File: config.mk
export PLATFORM = sky130hd
export DESIGN_NAME = mux4_rr_arbiter
export DESIGN_NICKNAME = d
export VERILOG_FILES = /design/src/rtl/mux4_rr_arbiter.sv
export SDC_FILE = /design/constraint.sdc
export NUM_CORES = 1
export LEC_CHECK = 0
export BUFFER_PORTS_ARGS = -buffer_cell sky130_fd_sc_hd__buf_2
export CAP_MARGIN = 30
export CORE_MARGIN = 10
export CORE_UTILIZATION = 39
export DETAILED_ROUTE_END_ITERATION = 10
export GPL_ROUTABILITY_DRIVEN = 0
export MAX_ROUTING_LAYER = met4
export PLACE_DENSITY = 0.77
export SLEW_MARGIN = 25
export SYNTH_ARGS = -nofsm -noshare
export SYNTH_HDL_FRONTEND = slang
export SYNTH_SLANG_ARGS = --single-unit
File: constraint.sdc
create_clock -name Clk -period 1.7 [get_ports Clk]
set_clock_uncertainty 0.15 [all_clocks]
set_input_delay 0.17 -clock Clk [delete_from_list [all_inputs] [get_ports Clk]]
set_output_delay 0.17 -clock Clk [all_outputs]
set_load 0.01 [all_outputs]
File: src/rtl/mux4_rr_arbiter.sv
// mux4_rr_arbiter
//   Arbiter and sequencer for a shared 4:1 WIDTH-bit data mux. Four requesters
//   compete for one registered output channel. The owner may send bursts of up
//   to MAXBURST beats before the grant is rotated.
//
// Optional build macro:
//   MUXARB_FIXED_PRIO_EN  - when defined, IDLE arbitration uses fixed priority
//                           (requester 0 highest). The round-robin pointer is
//                           not used. The default build uses round-robin.
//
// Ports:
//   Clk        rising-edge clock
//   Reset_n    asynchronous active-low reset
//   Req[3:0]   Req[i] high: requester i offers a beat on Data<i>
//   Data0..3   requester data
//   Ack[3:0]   combinational; Ack[i] high: the Data<i> beat is consumed this cycle
//   Grant[3:0] registered one-hot owner, or zero when no owner
//   Select     registered owner index, drives the mux select
//   Out        registered output data
//   OutValid   registered; Out holds a valid beat
//   OutReady   downstream accepts Out this cycle
module mux4_rr_arbiter #(
    parameter int WIDTH    = 32,
    parameter int MAXBURST = 4
) (
    input  logic             Clk,
    input  logic             Reset_n,
    input  logic [3:0]       Req,
    input  logic [WIDTH-1:0] Data0,
    input  logic [WIDTH-1:0] Data1,
    input  logic [WIDTH-1:0] Data2,
    input  logic [WIDTH-1:0] Data3,
    output logic [3:0]       Ack,
    output logic [3:0]       Grant,
    output logic [1:0]       Select,
    output logic [WIDTH-1:0] Out,
    output logic             OutValid,
    input  logic             OutReady
);

    typedef enum logic {
        ST_IDLE  = 1'b0,
        ST_GRANT = 1'b1
    } state_t;

    state_t           r_state;
    state_t           w_state_nxt;
    logic [3:0]       r_grant;
    logic [3:0]       w_grant_nxt;
    logic [1:0]       r_select;
    logic [1:0]       w_select_nxt;
    logic [3:0]       r_beatcnt;
    logic [3:0]       w_beatcnt_nxt;
    logic [WIDTH-1:0] r_out;
    logic [WIDTH-1:0] w_out_nxt;
    logic             r_outvalid;
    logic             w_outvalid_nxt;

    logic             w_free;
    logic             w_ack_own;
    logic             w_release;
    logic [3:0]       w_cnt_inc;
    logic [1:0]       w_winner;
    logic [WIDTH-1:0] w_data;

    // The output register can take a new beat when it is empty or being drained.
    assign w_free    = !r_outvalid || OutReady;
    assign w_ack_own = (r_state == ST_GRANT) && Req[r_select] && w_free;
    assign w_cnt_inc = r_beatcnt + 4'd1;

    // Release when the owner withdraws (no Ack that cycle) or on its last
    // permitted beat; the final beat and the release happen together.
    assign w_release = (r_state == ST_GRANT) &&
                       (!Req[r_select] || (w_ack_own && (w_cnt_inc == 4'(MAXBURST))));

    always_comb begin
        Ack = 4'b0000;
        if (w_ack_own) begin
            Ack = 4'b0001 << r_select;
        end
    end

    always_comb begin
        case (r_select)
            2'd0:    w_data = Data0;
            2'd1:    w_data = Data1;
            2'd2:    w_data = Data2;
            default: w_data = Data3;
        endcase
    end

`ifdef MUXARB_FIXED_PRIO_EN
    always_comb begin
        if (Req[0])      w_winner = 2'd0;
        else if (Req[1]) w_winner = 2'd1;
        else if (Req[2]) w_winner = 2'd2;
        else             w_winner = 2'd3;
    end
`else
    logic [1:0] r_last;

    // Scan Last+1, Last+2, ... so the previous owner is considered last.
    always_comb begin : rr_scan
        logic [1:0] v_idx;
        logic       v_found;
        w_winner = r_last + 2'd1;
        v_found  = 1'b0;
        v_idx    = 2'd0;
        for (int k = 1; k <= 4; k++) begin
            v_idx = r_last + 2'(k);
            if (!v_found && Req[v_idx]) begin
                w_winner = v_idx;
                v_found  = 1'b1;
            end
        end
    end

    // Last starts at 3 so requester 0 wins the first arbitration.
    always_ff @(posedge Clk or negedge Reset_n) begin
        if (!Reset_n) begin
            r_last <= 2'd3;
        end else if (w_release) begin
            r_last <= r_select;
        end
    end
`endif

    always_comb begin
        w_state_nxt    = r_state;
        w_grant_nxt    = r_grant;
        w_select_nxt   = r_select;
        w_beatcnt_nxt  = r_beatcnt;
        w_out_nxt      = r_out;
        w_outvalid_nxt = r_outvalid;

        case (r_state)
            ST_IDLE: begin
                if (Req != 4'b0000) begin
                    w_grant_nxt   = 4'b0001 << w_winner;
                    w_select_nxt  = w_winner;
                    w_beatcnt_nxt = 4'd0;
                    w_state_nxt   = ST_GRANT;
                end else begin
                    w_grant_nxt = 4'b0000;
                end
            end
            ST_GRANT: begin
                if (w_release) begin
                    w_grant_nxt   = 4'b0000;
                    w_beatcnt_nxt = 4'd0;
                    w_state_nxt   = ST_IDLE;
                end else if (w_ack_own) begin
                    w_beatcnt_nxt = w_cnt_inc;
                end
            end
            default: begin
                w_state_nxt = ST_IDLE;
                w_grant_nxt = 4'b0000;
            end
        endcase

        // Output stage: load on Ack, otherwise drain when downstream accepts.
        if (w_ack_own) begin
            w_out_nxt      = w_data;
            w_outvalid_nxt = 1'b1;
        end else if (OutReady) begin
            w_outvalid_nxt = 1'b0;
        end
    end

    always_ff @(posedge Clk or negedge Reset_n) begin
        if (!Reset_n) begin
            r_state    <= ST_IDLE;
            r_grant    <= 4'b0000;
            r_select   <= 2'd0;
            r_beatcnt  <= 4'd0;
            r_out      <= '0;
            r_outvalid <= 1'b0;
        end else begin
            r_state    <= w_state_nxt;
            r_grant    <= w_grant_nxt;
            r_select   <= w_select_nxt;
            r_beatcnt  <= w_beatcnt_nxt;
            r_out      <= w_out_nxt;
            r_outvalid <= w_outvalid_nxt;
        end
    end

    assign Grant    = r_grant;
    assign Select   = r_select;
    assign Out      = r_out;
    assign OutValid = r_outvalid;

endmodule

* After elaboration in Yosys (flattened, before gate mapping) *
Index checks and enable logic that the tools add are counted.

storage, ports and cells
  flip-flop bits (word level) = 46
  latch bits = 0
  RAM bits = 0
  memory bits (read-only) = 0
  output and inout bits = 43
  memories kept = 0

operators by class
  $add $sub $neg = 4
  multiply operators = 0
  div/mod/pow operators = 0
  $lt $le $gt $ge = 5
  eq/ne operators = 6
  shifts and indexed selects = 2
  mux-type cells = 30
  bitwise logic cells = 1
  reduce and logical (&&, ||, !) cells = 19

operator list
  kind                   number
  $pmux W32 S3           1
  $mux W4                6
  $pmux W4 S2            2
  $lt A2 B3 Y1 const B   5
  $mux W1                12
  $bmux W1 S2            5
  $shl A1 B2 Y4 const A  2
  $logic_and A1 B1 Y1    7
  $mux W2                3
  $logic_not A1 Y1       5
  $add A2 B2 Y2 const B  2
  $add A4 B1 Y4 const B  1
  $eq A4 B3 Y1 const B   1
  $reduce_and A2 Y1      2
  $reduce_bool A4 Y1     1
  $ne A3 B1 Y1 const B   1
  $add A2 B1 Y2 const B  1
  $eq A2 B1 Y1 const B   1
  $eq A2 B2 Y1 const B   1
  $logic_not A2 Y1       1
  $logic_or A1 B1 Y1     2
  $ne A2 B1 Y1 const B   1
  $ne A2 B2 Y1 const B   1
  $pmux W1 S2            1
  2 further kinds        2

* Logic depth before layout (Yosys ltp) *
Gate-level depths: netlist of the first run.

  depth in word-level cells = 16
  depth in mapped cells = 6
  gate-level depth less buffers = 4

* Worst setup path before layout of the first run *
Ideal clock, no wire load.

  kind = register to register
  start point = register r_select[0], in the netlist Select[0]
  end point = register r_out[16], in the netlist Out[16]
  arrival time = 1,585 ps
  setup slack = -160 ps
  cell stages (with the launch flop) = 5
  buffers on the path = 2
  period minus slack after synthesis = 1,860 ps
  cells stage by stage = dfrtp_1 -> buf_6 -> buf_4 -> mux4_1 -> mux2_2

between the ends
  cells in the longest elaborated chain, start to end = 4

RTL lines
  element                           RTL line  source
  start, declared                   50        logic [1:0] r_select;
  start signal, assigned            182       r_select <= w_select_nxt;
  $bmux W1 S2                       68        assign w_ack_own = (r_state == ST_GRANT) && Req[r_select] && w_free;
  $mux W1 (not written as such)     68
  $logic_and A1 B1 Y1 (2 in a row)  68
  end signal, assigned              184       r_out <= w_out_nxt;
  end, declared                     54        logic [WIDTH-1:0] r_out;

Several ways; a longest one is shown, not always the timed one. The select of a mux whose other input is x is not followed.
A chain may end at the register's enable or synchronous reset.

* Worst setup path after layout of the first run *
  start point = register r_select[1], in the netlist Select[1]
  end point = output Ack[2]

between the ends
  cells in the longest elaborated chain, start to end = 5

RTL lines
  element                           RTL line  source
  $bmux W1 S2                       68
  $mux W1 (not written as such)     68
  $logic_and A1 B1 Y1 (2 in a row)  68
  $mux W4 *                         78        if (w_ack_own) begin
  end, declared                     33        output logic [3:0] Ack,

Mark *: on every way between the ends. The rest lies on a longest branch, timed or not. The select of a mux whose other input is x is not followed.

==> results of run 1 <==
power by group through the flow:
stage	registers [mW]	logic, mW	clock network, mW
final	2.02	4.47	0.807
after global routing	2.09	4.80	0.875
after CTS	2.01	4.43	0.838
after detailed placement	2.02	4.27	0
after global placement	2.00	4.18	0
after floorplan	2.20	2.75	0
synth_stat cells:
cell type	count
o22ai_1	2
mux2i_1	3
o21ai_1	3
mux2_4	16
nor4_1	1
inv_1	9
mux4_2	22
mux4_1	10
buf_6	4
a31o_2	1
nand4_1	3
buf_2	5
o211ai_1	1
o31ai_1	2
a21boi_1	1
nand2_4	1
o21ai_0	1
buf_4	2
nand2b_1	6
or2_0	1
o22ai_2	1
nand2_1	6
dfrtp_1	44
o21bai_1	2
mux2_2	10
and4_1	1
ha_1	1
o2bb2ai_1	1
nand3_1	7
and2_1	3
nor3_1	5
a211oi_1	1
mux2_1	8
a2111o_1	1
a21oi_1	3
nor2b_1	2
xor2_1	1
a221oi_1	1
nor2_1	1
a221o_1	1
clkbuf_1	2
dfstp_2	2
a31oi_1	1
critical path, delay by kind of cell (launching register included):
| kind | cells | cell delay (ns) |
|---|---|---|
| muxes | 1 | 0.18 |
| AOI/OAI and AO/OA | 1 | 0.22 |
| DFF | 1 | 0.45 |
| buffers and inverters | 2 | 0.29 |
| and+or+nand+nor | 2 | 0.16 |
state kept, by name, summed over array words and instances (netlist names):
signal     cells
Out           32
Grant          4
r_beatcnt      4
Select         2
r_last         2
OutValid       1
r_state        1
worst paths after layout:
check	startpoint	to	slack (ns)	cells past startpoint
max	Select[1]	Ack[2]	-0.21	6
min	Data3[6]	Out[6]	0.14	3
max reg2reg	Select[1]	Out[17]	-0.21	6
min reg2reg	Out[7]	Out[7]	0.34	1
max in group asynchronous	Reset_n	Out[29]	0.63	3
min in group asynchronous	Reset_n	OutValid	0.23	2
logic make-up (layout without fill, tap and decap cells):
family          after synthesis  after routing
compound gates               23             23
buf+inv                      22            221
xor+xnor                      1              1
flops                        46             46
mux                          69             69
simple gates                 37             37
other cells                   0              3
fa+ha+maj                     1              1
area by class of cell:
class,instances,area share [%]
multi-input combinational,131,39.6
clock buffer,7,1.78
tap,99,2.89
timing repair buffer,204,27.1
clock inverter,1,0.701
antenna,3,0.175
sequential,46,27.0
inverter,9,0.789
stage by stage:
stage	TNS [ns]	utilization (%)
floorplan	-1.58	-
global placement	-0.336	55.7
detailed placement	-2.61	55.7
CTS	-6.44	58.2
global route	-10.49	59.0
finish	-7.01	59.0
per-layer routing:
metal  GRT usage [%]  up-vias
met2            31.1      124
met1            18.0     1290
met5               -        -
met4            5.61        0
li1                -     1185
met3            5.13       19
what timing repair did:
action / CTS / global route
pin swaps: 3 / 4
setup buffers: 3 / 0
hold buffers: 1 / 0
resized for setup: 10 / 11
endpoints found under the hold margin: 18 / 0
endpoints found under the setup margin: 41 / 47
==> qor.csv, run 1 <==
metric;value;unit
crit path DAT;1.59;ns
crit end category;output pin;
Final period util;113;%
Clock transition at path regs;0.08;ns
final slew viol count;0;
max cap viols;0;
Compound-Gate Fraction of Synth Area;5.73;%
Simple-Gate Fraction of Synth Area;7.11;%
clock root buffer;clkbuf_8;
most common cell after layout, fill and taps aside;buf_2;
setup ws final;-0.215;ns
sequential-to-total area share from yosys stat;39.7;%
Placed Cells;485;
Critical Path RT;1.38;ns
overall power;7.30;mW
RSZ-0062 raised after global routing;yes;
Comb power frac;61.3;%
Final Hold Viols;0;
GRT Total Usage;17.4;%
DR top layer;met4;
Yosys top cell area share;37.9;%
Routed met2 length;5.48;mm
port bufs;177;
DR pass1 iterations;4;
residual DRC count;0;
Hold Crit Class;primary input to register;
routed wire length per instance;20.4;µm
Synth Area in XOR/XNOR;0.301;%
Die ar.;11300;µm²
main area contributors after synthesis;dfrtp_1 38%, mux4_2 17%, mux4_1 9.0%;
Critical Path Start Type;register;
# IOs;178;
Placement Setup Slack;-0.106;ns
mux cell area share after synthesis;42.4;%
Avg Synthesized Cell Area;14.6;µm²
delay of the slowest critical-path stage;0.45;ns
Leak;2.12;nW
Period minus WS final;1.91;ns
Synth Net Count;335;
#FFs+latches synth;46;
CP Cell Sequence;mux2i_2 -> o22ai_2 -> nand2_4 -> buf_6 -> nor3_2 -> buf_2;
fraction of layout cells with a size suffix above 1;71.1;%
Routed WL;10.2;mm
Worst Hold Slack;0.135;ns
detailed-route vias per instance;5.24;
Power Internal;4.66;mW
initial antenna violation count;3;
CP Max Fanout;4;
TritonCTS buffer count;5;
adder-cell share of the synthesized area;0.431;%
Post-Syn Instances;199;
CTS tree;built;
Max clock buf depth;2;
vias in the first global route;2808;
status;complete, but fails checks;
post-route ant nets;0;
clock power share;11.1;%
Power Density;1700;nW/µm²
failing checks;setup timing;
met1 wire length;3.73;mm
storage element area;1160;µm²
placement row count;31;
H-tree depth;2;
via count;2618;
Core Box Area;7250;µm²
initial core utilization;40.1;%
Peak VDD IR;0.715;mV
filler cell count in the final layout;606;
kind of critical path;register to output pin;
first-pass GRT wire length;15.2;mm
Slowest-stage cell, CP;dfrtp_2;
area of the multi-input gates;1700;µm²
grt ovf;0;
DIE HEIGHT;106;µm
DR iter-0 viols;110;
sequential share of power;27.7;%
max_slew headroom;64.2;%
worst skew pair latency;0.29;ns
fin cells;500;
achievable clock frequency;522;MHz
clock sinks;46;
maximum number of pins on one net before global-route repair;27;
Finished Cell Area;4280;µm²
switching power total;2.64;mW
Area Overhead vs Synth;47.4;%
Netlist cell types;43;
Sw Ratio;36.2;%
Netlist Area Pre-Place;2910;µm²
Setup Viol. Count Final;41;
met3 WL;773;µm
top cell type by total area after synthesis;dfrtp_1;
DP HPWL;8.30;mm
most frequent cells in the layout;177 x buf_2, 42 x dfrtp_1, 26 x mux4_2, 19 x buf_4, 17 x mux2_4;
Die X;106;µm
main combinational cell family by area after synthesis;multiplexers;
Synth Warn #;0;
Final nets;533;
worst slew pin tran;0.537;ns
Placed Area;4040;µm²
(Power assumes the default switching activity.)
==> inputs of run 2 (changes only) <==
--- a/config.mk
+++ b/config.mk
@@ -5,7 +5,7 @@
 export SDC_FILE = /design/constraint.sdc
 export NUM_CORES = 1
 export LEC_CHECK = 0
-export BUFFER_PORTS_ARGS = -buffer_cell sky130_fd_sc_hd__buf_2
+export BUFFER_PORTS_ARGS = -buffer_cell sky130_fd_sc_hd__clkbuf_2
 export CAP_MARGIN = 30
 export CORE_MARGIN = 10
 export CORE_UTILIZATION = 39
==> run 2 against run 1 <==
Effect of this change: first-iteration DRC count is 6.4% lower; core utilization is 1.1 points higher; the flow still finishes with violations (setup timing); design area is 1.9% higher; highest routed layer unchanged; hold slack worse by 0.034 ns; count of clock-buffer cells in the layout stayed put; non-clock buffer count is 4 higher; sequential cell count stayed put; combinational power is 12% higher.
==> qor.csv, run 2 (synthesized netlist as in run 1, its figures left out) <==
metric;value;unit;change
status;complete, but fails checks;;unchanged
failing checks;setup timing;;unchanged
RR Startpoint;Select[1];;unchanged
Final Hold Viols;0;;unchanged
met2 Resource Use GR;32.6;%;was 31.1%
CTS tree;built;;unchanged
worst slew pin tran;0.418;ns;was 0.537 ns
Min-Delay Path Depth;3;;unchanged
vias in the first global route;2971;;was 2808
Final nets;537;;was 533
port bufs;177;;unchanged
worst skew pair latency;0.30;ns;was 0.29 ns
# diodes;0;;was 3
grt ovf;0;;unchanged
max cap viols;0;;unchanged
hold wc startpoint;OutReady;;was Data3[6]
most frequent cells in the layout;174 x clkbuf_2, 42 x dfrtp_1, 26 x mux4_2, 21 x mux2_4, 18 x buf_4;;was 177 x buf_2, 42 x dfrtp_1, 26 x mux4_2, 19 x buf_4, 17 x mux2_4
Hold Crit Class;primary input to register;;unchanged
Power Density;1780;nW/µm²;was 1700 nW/µm²
storage element area;1160;µm²;unchanged
Die ar.;11300;µm²;unchanged
reg-to-reg endpoint;Out[10];;was Out[17]
clock sinks;46;;unchanged
filler cell count in the final layout;573;;was 606
crit path DAT;1.95;ns;was 1.59 ns
GR peak layer;met2;;unchanged
Peak VDD IR;0.744;mV;was 0.715 mV
TritonCTS buffer count;5;;unchanged
fin cells;501;;was 500
Critical Path RT;1.73;ns;was 1.38 ns
RSZ-0062 raised after global routing;yes;;unchanged
Placed Cells;481;;was 485
met3 Track Usage GR;4.71;%;was 5.13%
flop2flop setup slack;-0.22;ns;was -0.21 ns
first-pass GRT wire length;15.8;mm;was 15.2 mm
post-route ant nets;0;;unchanged
initial antenna violation count;0;;was 3
area of the multi-input gates;1680;µm²;was 1700 µm²
Leak;2.20;nW;was 2.12 nW
achievable clock frequency;522;MHz;about the same
max_slew headroom;72.2;%;was 64.2%
Hold EP;OutValid;;was Out[6]
Final period util;113;%;about the same
Setup Viol. Count Final;36;;was 41
most common cell after layout, fill and taps aside;clkbuf_2;;was buf_2
Period minus WS final;1.92;ns;was 1.91 ns
Max clock buf depth;2;;unchanged
via count;2657;;was 2618
placement row count;31;;unchanged
kind of critical path;register to register;;was register to output pin
clock root buffer;clkbuf_8;;unchanged
Die X;106;µm;unchanged
fraction of layout cells with a size suffix above 1;71.4;%;was 71.1%
Final Core Density;60.2;%;was 59.0%
residual DRC count;0;;unchanged
Largest register FFs;32;;unchanged
# IOs;178;;unchanged
initial core utilization;40.1;%;unchanged
Area Overhead vs Synth;50.2;%;was 47.4%
Routed WL;10.7;mm;was 10.2 mm
routed wire length per instance;21.4;µm;was 20.4 µm
CP Max Fanout;6;;was 4
crit end category;register;;was output pin
Clock transition at path regs;0.09;ns;was 0.08 ns
maximum number of pins on one net before global-route repair;20;;was 27
DP HPWL;8.62;mm;was 8.30 mm
final slew viol count;0;;unchanged
overall power;7.75;mW;was 7.30 mW
DIE HEIGHT;106;µm;unchanged
H-tree depth;2;;unchanged
path depth of the worst reg2reg path;7;;was 6
setup ws final;-0.217;ns;was -0.215 ns
DR pass1 iterations;4;;unchanged
DR iter-0 viols;103;;was 110
met1 GRT Util;19.1;%;was 18.0%
Core Box Area;7250;µm²;unchanged
detailed-route vias per instance;5.30;;was 5.24
GRT Total Usage;18.3;%;was 17.4%
Critical Path Start Type;register;;unchanged
run 2: where the power goes:
group          switching, mW  internal [mW]
registers              0.365           1.66
clock network          0.399          0.337
logic                   2.09           2.91
run 2: worst max-delay path by stage:
stage,startpoint,end,slack (ns),depth (start not counted)
after floorplan,Select[0],Out[12],-0.07,4
after global placement,Select[0],Out[23],-0.05,3
after detailed placement,Select[0],Out[23],-0.07,3
after CTS,Select[1],Ack[1],-0.21,6
after global routing,Select[1],Ack[3],-0.31,6
final,Select[1],Out[10],-0.22,7
run 2: final cells by class:
| type | count | area share (%) |
|---|---|---|
| Clock inverter | 1 | 0.201 |
| Inverter | 9 | 0.774 |
| Timing Repair Buffer | 208 | 29.2 |
| Tap cell | 99 | 2.84 |
| Clock buffer | 7 | 1.98 |
| Multi-Input combinational cell | 131 | 38.5 |
| Sequential cell | 46 | 26.5 |
run 2: timing repair:
item	4_1_cts	5_1_grt
endpoints found under the hold margin	15	0
setup buffers	7	1
pin swaps	1	1
cloned	2	2
setup endpoints to repair	39	46
hold buffers	1	0
gates resized for setup	11	15
run 2: critical path, cell delays in order (launching register included):
cell	delay [ns]
dfrtp_2	0.45
mux2i_2	0.17
o22ai_2	0.21
nand2_4	0.08
buf_4	0.15
buf_8	0.13
clkbuf_16	0.16
mux2_4	0.30
run 2: routing by layer:
| layer | part of all wire, % | vias to the layer above |
|---|---|---|
| met5 | 0 | - |
| met4 | 2.4 | 0 |
| met3 | 6.3 | 16 |
| met2 | 53 | 134 |
| met1 | 38 | 1318 |
| li1 | - | 1189 |
run 2: per-stage QoR:
| step | instance area (µm²) | hold slack, ns | TNS (ns) | setup slack [ns] |
|---|---|---|---|---|
| 6_report | 4360 | 0.101 | -5.85 | -0.217 |
| 3_5_place_dp | 4030 | -0.0174 | -1.37 | -0.0691 |
| 3_3_place_gp | 4030 | -0.0314 | -0.615 | -0.0522 |
| 2_1_floorplan | 2940 | -0.276 | -1.58 | -0.0720 |
| 5_1_grt | 4360 | 0.109 | -7.87 | -0.313 |
| 4_1_cts | 4290 | 0.129 | -3.99 | -0.213 |
==> inputs of run 3 (changes only) <==
--- a/config.mk
+++ b/config.mk
@@ -8,11 +8,11 @@
 export BUFFER_PORTS_ARGS = -buffer_cell sky130_fd_sc_hd__clkbuf_2
 export CAP_MARGIN = 30
 export CORE_MARGIN = 10
-export CORE_UTILIZATION = 39
+export CORE_UTILIZATION = 46
 export DETAILED_ROUTE_END_ITERATION = 10
 export GPL_ROUTABILITY_DRIVEN = 0
 export MAX_ROUTING_LAYER = met4
-export PLACE_DENSITY = 0.77
+export PLACE_DENSITY = 0.85
 export SLEW_MARGIN = 25
 export SYNTH_ARGS = -nofsm -noshare
 export SYNTH_HDL_FRONTEND = slang
==> constraint.sdc (replaced) <==
create_clock -name Clk -period 2.4 [get_ports Clk]
set_clock_uncertainty 0.15 [all_clocks]
set_input_delay 0.24 -clock Clk [delete_from_list [all_inputs] [get_ports Clk]]
set_output_delay 0.24 -clock Clk [all_outputs]
set_load 0.01 [all_outputs]
==> run 3 against run 2 <==
Effect of this change: the run now ends clean; sequential power down 28%; first-iteration DRC count down 36%; count of clock-buffer cells in the layout unchanged; non-clock buffer count down 22.
==> qor.csv, run 3 (synthesized netlist as in run 1, its figures left out) <==
metric;value;unit;change
hold-fix buffers at CTS;1;;unchanged
post-route ant nets;0;;unchanged
Final Hold Viols;0;;unchanged
initial antenna violation count;0;;unchanged
Worst Hold Slack;0.202;ns;was 0.101 ns
Die ar.;9890;µm²;was 11300 µm²
vias in the first global route;2889;;was 2971
Core Box Area;6030;µm²;was 7250 µm²
CP Max Fanout;21;;was 6
Setup Viol. Count Final;0;;was 36
hold wc startpoint;Data3[7];;was OutReady
delay of the slowest critical-path stage;0.52;ns;was 0.45 ns
Post-CTS Resized;0;;was 11
worst slew pin tran;0.469;ns;was 0.418 ns
Final nets;515;;was 537
Period minus WS final;2.22;ns;
H-tree depth;2;;unchanged
Die X;99.5;µm;was 106 µm
crit path DAT;1.83;ns;was 1.95 ns
kind of critical path;register to output pin;;was register to register
fraction of layout cells with a size suffix above 1;64.7;%;was 71.4%
clock sinks;46;;unchanged
most frequent cells in the layout;177 x clkbuf_2, 42 x dfrtp_1, 22 x mux4_2, 16 x mux2_4;;was 174 x clkbuf_2, 42 x dfrtp_1, 26 x mux4_2, 21 x mux2_4, 18 x buf_4
Final TNS setup;0;ns;was -5.85 ns
Max clock buf depth;2;;unchanged
GRT Total Usage;20.2;%;was 18.3%
first-pass GRT wire length;15.5;mm;was 15.8 mm
maximum number of pins on one net before global-route repair;37;;was 20
Peak VDD IR;0.908;mV;was 0.744 mV
worst skew pair latency;0.30;ns;about the same
overall power;4.83;mW;was 7.75 mW
RSZ-0062 raised after global routing;no;;was yes
Routed WL;9.67;mm;was 10.7 mm
max_slew headroom;68.7;%;was 72.2%
Power Density;1200;nW/µm²;was 1780 nW/µm²
DP HPWL;8.12;mm;was 8.62 mm
initial core utilization;48.2;%;was 40.1%
DR pass1 iterations;4;;unchanged
CP Cell Sequence;nand2b_1 -> o22ai_2 -> nand2_4 -> nor3_1 -> clkbuf_2;;was mux2i_2 -> o22ai_2 -> nand2_4 -> buf_4 -> buf_8 -> clkbuf_16 -> mux2_4
DR iter-0 viols;66;;was 103
Slowest-stage cell, CP;dfrtp_2;;unchanged
Critical Path Start Type;register;;unchanged
final slew viol count;0;;unchanged
Area Overhead vs Synth;38.0;%;was 50.2%
Final period util;92.3;%;
Setup Fix Bufs, Post-CTS;0;;was 7
achievable clock frequency;451;MHz;
crit end category;output pin;;was register
Leak;2.03;nW;was 2.20 nW
residual DRC count;0;;unchanged
placement row count;28;;was 31
Final Core Density;66.5;%;was 60.2%
detailed-route vias per instance;5.56;;was 5.30
clock root buffer;clkbuf_8;;unchanged
most common cell after layout, fill and taps aside;clkbuf_2;;unchanged
RR Startpoint;Select[1];;unchanged
Critical Path RT;2.01;ns;was 1.73 ns
via count;2532;;was 2657
routed wire length per instance;21.3;µm;was 21.4 µm
port bufs;177;;unchanged
status;completed;;was complete, but fails checks
CTS tree;built;;unchanged
grt ovf;0;;unchanged
crit path launch;Select[0];;was Select[1]
max cap viols;0;;unchanged
# diodes;0;;unchanged
Clock transition at path regs;0.09;ns;about the same
TritonCTS buffer count;5;;unchanged
Hold Crit Class;primary input to register;;unchanged
DIE HEIGHT;99.5;µm;was 106 µm
# IOs;178;;unchanged
Largest register FFs;32;;unchanged
run 3: changes by cell type in the layout (fill, tap and decap cells not counted), moves of 3 or more:
cell | before | now
buf_4 | 18 | 5
mux2_4 | 21 | 16
mux2_1 | 4 | 8
mux4_1 | 6 | 10
mux4_2 | 26 | 22
nor3_1 | 1 | 5
buf_12 | 6 | 3
buf_2 | 3 | 0
buf_8 | 3 | 0
clkbuf_2 | 174 | 177
nor3_2 | 3 | 0
run 3: metrics by stage:
stage | instance area (µm²) | worst slack, ns | cells
2_1_floorplan | 2910 | 0.540 | 199
3_3_place_gp | 3870 | 0.436 | 445
3_5_place_dp | 3870 | 0.352 | 445
4_1_cts | 3990 | 0.157 | 454
5_1_grt | 4010 | 0.0393 | 455
6_report | 4010 | 0.185 | 455
run 3: routing by layer:
metal	vias up	wire, µm	GRT usage (%)	share of wire [%]
met5	-	0	-	0
met1	1257	3540	20.9	37
met3	13	770	6.30	8.0
li1	1143	-	-	-
met4	0	148	4.30	1.5
met2	119	5210	36.7	54
run 3: power breakdown:
group,leakage (nW),total (mW),internal [mW],switching (mW)
Clock,0.0524,0.578,0.312,0.266
Combinational,1.43,2.78,1.54,1.24
Sequential,0.549,1.47,1.18,0.292
run 3: final cells by class:
| cell class | count | area [µm²] |
|---|---|---|
| repair buffers | 186 | 993 |
| inverters | 9 | 33.8 |
| clock buffers | 7 | 76.3 |
| fillers | 468 | 2020 |
| well taps | 75 | 93.8 |
| multi-input cells | 131 | 1630 |
| clock inverters | 1 | 30.0 |
| flip-flops and latches | 46 | 1160 |
run 3: worst paths after layout:
check                            to  depth (start not counted)  slack, ns
max                          Ack[1]                          5       0.18
min                          Out[7]                          3       0.20
max reg2reg                 Out[23]                          5       0.34
min reg2reg                  Out[5]                          1       0.36
max in group asynchronous  Grant[1]                          4       1.28
min in group asynchronous   Out[15]                          2       0.21
run 3: worst max-delay path: cells and delay by family, from the launching register on:
| family | cells | cell delay (ns) |
|---|---|---|
| and+or+nand+nor | 3 | 0.66 |
| DFF | 1 | 0.52 |
| AOI/OAI and AO/OA | 1 | 0.17 |
| buffers and inverters | 1 | 0.17 |
